`src/rtl/debounce_multi.sv`:
```
// N-channel switch debouncer with rise/fall strobes and auto-repeat; o_state settles 2+MAX edges after a clean step.
// All outputs registered; no flow control, every channel samples its switch on every i_clk edge.
module debounce_multi #(
    parameter int CHANNELS     = 4,
    parameter int MAX          = 250000,
    parameter int REPEAT_DELAY = 5000000,
    parameter int REPEAT_RATE  = 1250000,
    localparam int CNT_W       = $clog2(MAX + 1),
    localparam int RPT_MAX     = (REPEAT_DELAY > REPEAT_RATE) ? REPEAT_DELAY : REPEAT_RATE,
    localparam int RPT_W       = $clog2(RPT_MAX + 1)
) (
    input  logic                i_clk,
    input  logic                i_reset,
    input  logic [CHANNELS-1:0] i_switch,
    input  logic                i_repeat_en,
    output logic [CHANNELS-1:0] o_state,
    output logic [CHANNELS-1:0] o_rise,
    output logic [CHANNELS-1:0] o_fall,
    output logic [CHANNELS-1:0] o_repeat
);

    typedef enum logic {
        PH_DELAY = 1'b0,
        PH_RATE  = 1'b1
    } phase_t;

    localparam logic [CNT_W-1:0] CNT_LAST  = CNT_W'(MAX - 1);
    localparam logic [RPT_W-1:0] DLY_LAST  = RPT_W'(REPEAT_DELAY - 1);
    localparam logic [RPT_W-1:0] RATE_LAST = RPT_W'(REPEAT_RATE - 1);

    logic [CHANNELS-1:0] sync_meta;
    logic [CHANNELS-1:0] sync_s;

    logic [CNT_W-1:0] cnt         [CHANNELS];
    logic [CNT_W-1:0] cnt_nxt     [CHANNELS];
    logic [RPT_W-1:0] rpt_cnt     [CHANNELS];
    logic [RPT_W-1:0] rpt_cnt_nxt [CHANNELS];
    phase_t           phase       [CHANNELS];
    phase_t           phase_nxt   [CHANNELS];

    logic [CHANNELS-1:0] state_nxt;
    logic [CHANNELS-1:0] rise_nxt;
    logic [CHANNELS-1:0] fall_nxt;
    logic [CHANNELS-1:0] repeat_nxt;

    always_comb begin
        state_nxt  = o_state;
        rise_nxt   = '0;
        fall_nxt   = '0;
        repeat_nxt = '0;
        for (int i = 0; i < CHANNELS; i++) begin
            cnt_nxt[i]     = '0;
            rpt_cnt_nxt[i] = '0;
            phase_nxt[i]   = PH_DELAY;

            // Any cycle where the synchronised input agrees with o_state restarts the count.
            if (sync_s[i] != o_state[i]) begin
                if (cnt[i] == CNT_LAST) begin
                    state_nxt[i] = sync_s[i];
                    rise_nxt[i]  = sync_s[i];
                    fall_nxt[i]  = ~sync_s[i];
                end else begin
                    cnt_nxt[i] = cnt[i] + CNT_W'(1);
                end
            end

            // A fall this cycle wins over a due repeat pulse.
            if (rise_nxt[i]) begin
                repeat_nxt[i] = 1'b1;
            end else if (o_state[i] && !fall_nxt[i] && i_repeat_en) begin
                phase_nxt[i] = phase[i];
                if (phase[i] == PH_DELAY && rpt_cnt[i] == DLY_LAST) begin
                    repeat_nxt[i] = 1'b1;
                    phase_nxt[i]  = PH_RATE;
                end else if (phase[i] == PH_RATE && rpt_cnt[i] == RATE_LAST) begin
                    repeat_nxt[i] = 1'b1;
                end else begin
                    rpt_cnt_nxt[i] = rpt_cnt[i] + RPT_W'(1);
                end
            end
        end
    end

    always_ff @(posedge i_clk or posedge i_reset) begin
        if (i_reset) begin
            sync_meta <= '0;
            sync_s    <= '0;
            o_state   <= '0;
            o_rise    <= '0;
            o_fall    <= '0;
            o_repeat  <= '0;
            for (int i = 0; i < CHANNELS; i++) begin
                cnt[i]     <= '0;
                rpt_cnt[i] <= '0;
                phase[i]   <= PH_DELAY;
            end
        end else begin
            sync_meta <= i_switch;
            sync_s    <= sync_meta;
            o_state   <= state_nxt;
            o_rise    <= rise_nxt;
            o_fall    <= fall_nxt;
            o_repeat  <= repeat_nxt;
            for (int i = 0; i < CHANNELS; i++) begin
                cnt[i]     <= cnt_nxt[i];
                rpt_cnt[i] <= rpt_cnt_nxt[i];
                phase[i]   <= phase_nxt[i];
            end
        end
    end

endmodule

```
`config.mk`:
```
export PLATFORM = sky130hd
export DESIGN_NAME = debounce_multi
export DESIGN_NICKNAME = d
export VERILOG_FILES = /design/src/rtl/debounce_multi.sv
export SDC_FILE = /design/constraint.sdc
export NUM_CORES = 1
export LEC_CHECK = 0
export ABC_AREA = 1
export ABC_CLOCK_PERIOD_IN_PS = 6500
export CAP_MARGIN = 20
export CORE_MARGIN = 2
export CORE_UTILIZATION = 57
export CTS_BUF_LIST = sky130_fd_sc_hd__clkbuf_16
export DETAILED_ROUTE_END_ITERATION = 16
export PLACE_DENSITY = 0.77
export SKIP_LAST_GASP = 1
export SYNTH_ARGS = -nofsm -noshare
export SYNTH_HDL_FRONTEND = slang
export SYNTH_SLANG_ARGS = --single-unit
```
`constraint.sdc`:
```
create_clock -name i_clk -period 6.5 [get_ports i_clk]
set_clock_uncertainty 0.2 [all_clocks]
set_input_delay 1.3 -clock i_clk [delete_from_list [all_inputs] [get_ports i_clk]]
set_output_delay 1.3 -clock i_clk [all_outputs]
set_load 0.005 [all_outputs]
```
==> results.sh <==
export IMPL_outcome="finished, final reports clean"
export IMPL_die_h_um=145
export IMPL_die_w_um=145
export IMPL_nets=1615
export IMPL_drive_gt1_share_pct=8.49
export IMPL_ys_types=33
export IMPL_routedWlPerCell_um=12.9
export IMPL_synth_seq_cells=192
export IMPL_areaGrowthSynthToFinish_pct=8.67
export IMPL_gr_usage_met3_pct=3.65
export IMPL_critPathTopFamily="buffers and inverters"
export IMPL_max_cap_viol_count=0
export IMPL_grt_pass1_wl_um=42400
export IMPL_synth_top_area_share_pct=42.4
export IMPL_grt_max_degree=193
export IMPL_hpwl_um=17100
export IMPL_cts_resized=0
export IMPL_h_tree_depth=4
export IMPL_first_iter_violations=705
export IMPL_final_util_pct=63.3
export IMPL_worstSkewPairLatency_ns=0.43
export IMPL_postRouteAntennaNets=0
export IMPL_cts_clk_slew_worst_paths_ns=0.07
export IMPL_num_vias=9861
export IMPL_diodes=0
export IMPL_numCtsBuffers=17
export IMPL_path_max_fanout=24
export IMPL_grt_use_met2_pct=38.5
export IMPL_cts_root_buf="clkbuf_16"
export IMPL_dieArea_mm2=0.0210
export IMPL_rows=51
export IMPL_critPathSlowestCell="clkdlybuf4s50_1"
export IMPL_peakVddDrop_mv=0.220
export IMPL_core_area_mm2=0.0195
export IMPL_holdCritPathClass="register to register"
export IMPL_synth_yosys_warnings=0
export IMPL_cts_max_path_buffers=2
export IMPL_top_usage_layer="met2"
export IMPL_final_hold_viol_count=0
export IMPL_start_kind="input port"
export IMPL_fin_cells=1878
export IMPL_synth_fp_nets=1595
export IMPL_rsz0062_at_grt="false"
export IMPL_slew_headroom_pct=24.9
export IMPL_syn_area_mm2=0.0113
export IMPL_cts_sinks=192
export IMPL_numPlacedInstances=1846
export IMPL_track_usage_pct=23.8
export IMPL_clock_fmax_mhz=327
export IMPL_setup_tns_ns=0
export IMPL_setup_viol=0
export IMPL_cp_cell_sequence="clkdlybuf4s50_1 -> nand3_2 -> nor2_1"
export IMPL_initial_core_util_pct=58.3
export IMPL_report_final_slew_viol_count=0
export IMPL_ys_top_cells_by_area="dfrtp_1 (42%), nor2_1 (12%), nand2_1 (12%)"
export IMPL_synth_top_cell_by_area="dfrtp_1"
export IMPL_cts_setup_buffers=0
export IMPL_portBuffers=22
export IMPL_ys_seq_area_share_pct=42.4
export IMPL_period_share_pct=47.0
export IMPL_holdBufCountCts=0
export IMPL_drc=0
export IMPL_cp_buffers_inverters=1
export IMPL_syn_avg_cell_area_um2=7.18
export IMPL_synthCells=1580
export IMPL_reg_top3="rpt_cnt (92), cnt (72)"
export IMPL_power_density_mw_per_mm2=185
export IMPL_antenna_found_initial=0
export IMPL_worstPathRequired_ns=6.64
export IMPL_routed_wl_um=24100
export IMPL_overflow=0
export IMPL_tightest_slew_ns=1.13
export IMPL_post_drt_via_cell_ratio=5.25
export IMPL_top_register="rpt_cnt"
export IMPL_period_needed_ns=3.06
export IMPL_first_global_vias=9318
export IMPL_cts_tree="built"
export IMPL_critPathKind="input port to register"
export IMPL_cp_end_kind="register"
export IMPL_grt_util_met1_pct=33.6
export IMPL_leakagePower_nw=5.09
export IMPL_critPathMaxStageDelay_ns=0.94
export IMPL_ioPinCount=23
export IMPL_gp_congestion=0.930
export IMPL_power_total_mw=2.28
export IMPL_first_pass_iters=5
export IMPL_cp_arrival_ns=3.19
export IMPL_largest_register_ffs=92
-- through the flow --
stage                     setup slack [ns]  area [um^2]  hold slack (ns)
after floorplan                       2.52        11300            0.131
after global placement                3.16        11700            0.135
after detailed placement              3.05        11700            0.135
after CTS                             3.51        12300            0.152
after global routing                  3.37        12300            0.153
final                                 3.44        12300            0.151
-- per-layer routing --
layer | up-vias | wire [um]
met5 | - | 0
met4 | 0 | 295
met3 | 28 | 1170
met2 | 219 | 11100
met1 | 4616 | 11500
li1 | 4998 | -
-- worst reg2reg max path: stages (launching register included) --
cell     delay, ns
dfrtp_1       0.41
ha_1          0.32
nand3_2       0.20
nor2_1        0.15
nand4_1       0.53
nand3_1       0.31
nor2_1        0.06
-- kinds of logic after synthesis --
family	synth area share [%]
flops	42.4
fa+ha+maj	0.883
xor+xnor	5.10
buf+inv	7.86
compound gates	2.60
simple gates	41.2
-- cells in the final DEF, fill, tap and decap left out, drive strengths merged --
master           n
nor2           426
bufinv           1
o21bai           7
inv            197
ha               8
nand4           42
and3             3
o21ai           25
dfrtp          192
a21oi           18
nand3b           6
nor3b            8
a211oi           2
nand3          173
nand2          368
buf              1
clkinvlp         7
o22ai            1
clkdlybuf4s50   22
xor2            56
or2              2
a31oi            1
xnor2           10
nor3            18
clkinv           2
clkbuf          17
-- Yosys cell counts, drive strengths merged --
| master | instances |
|---|---|
| nor2 | 426 |
| nand2 | 368 |
| dfrtp | 192 |
| inv | 192 |
| nand3 | 173 |
| xor2 | 56 |
| nand4 | 42 |
| o21ai | 25 |
| buf | 22 |
| a21oi | 18 |
| nor3 | 18 |
| xnor2 | 10 |
| ha | 8 |
| nor3b | 8 |
| o21bai | 7 |
| nand3b | 6 |
| and3 | 3 |
| a211oi | 2 |
| or2 | 2 |
| a31oi | 1 |
| o22ai | 1 |
-- where the power goes --
group	total [mW]	internal [mW]	leakage [nW]	switching, mW
logic	0.0508	0.0114	2.18	0.0394
registers	1.21	1.20	2.65	0.00517
clock network	1.02	0.539	0.263	0.479
-- worst paths after layout --
| path | depth (start not counted) | end | from | slack [ns] |
|---|---|---|---|---|
| min reg2reg | 0 | sync_s[0] | sync_meta[0] | 0.15 |
| max | 3 | rpt_cnt[45] | i_repeat_en | 3.44 |
| max reg2reg | 6 | rpt_cnt[49] | rpt_cnt[46] | 4.20 |
| max in group asynchronous | 3 | rpt_cnt[75] | i_reset | 4.00 |
| min in group asynchronous | 3 | rpt_cnt[62] | i_reset | 1.21 |
| min | 0 | sync_s[0] | sync_meta[0] | 0.15 |
-- area by class of cell --
cell class / instances / area, um^2
clock buffer: 17 / 425
clock inverter: 15 / 153
tap: 265 / 332
multi-input combinational: 1174 / 5650
timing repair buffer: 23 / 240
inverter: 192 / 724
fill: 1758 / 7140
sequential: 192 / 4800
No activity file was read; power rests on OpenSTA's default activity.
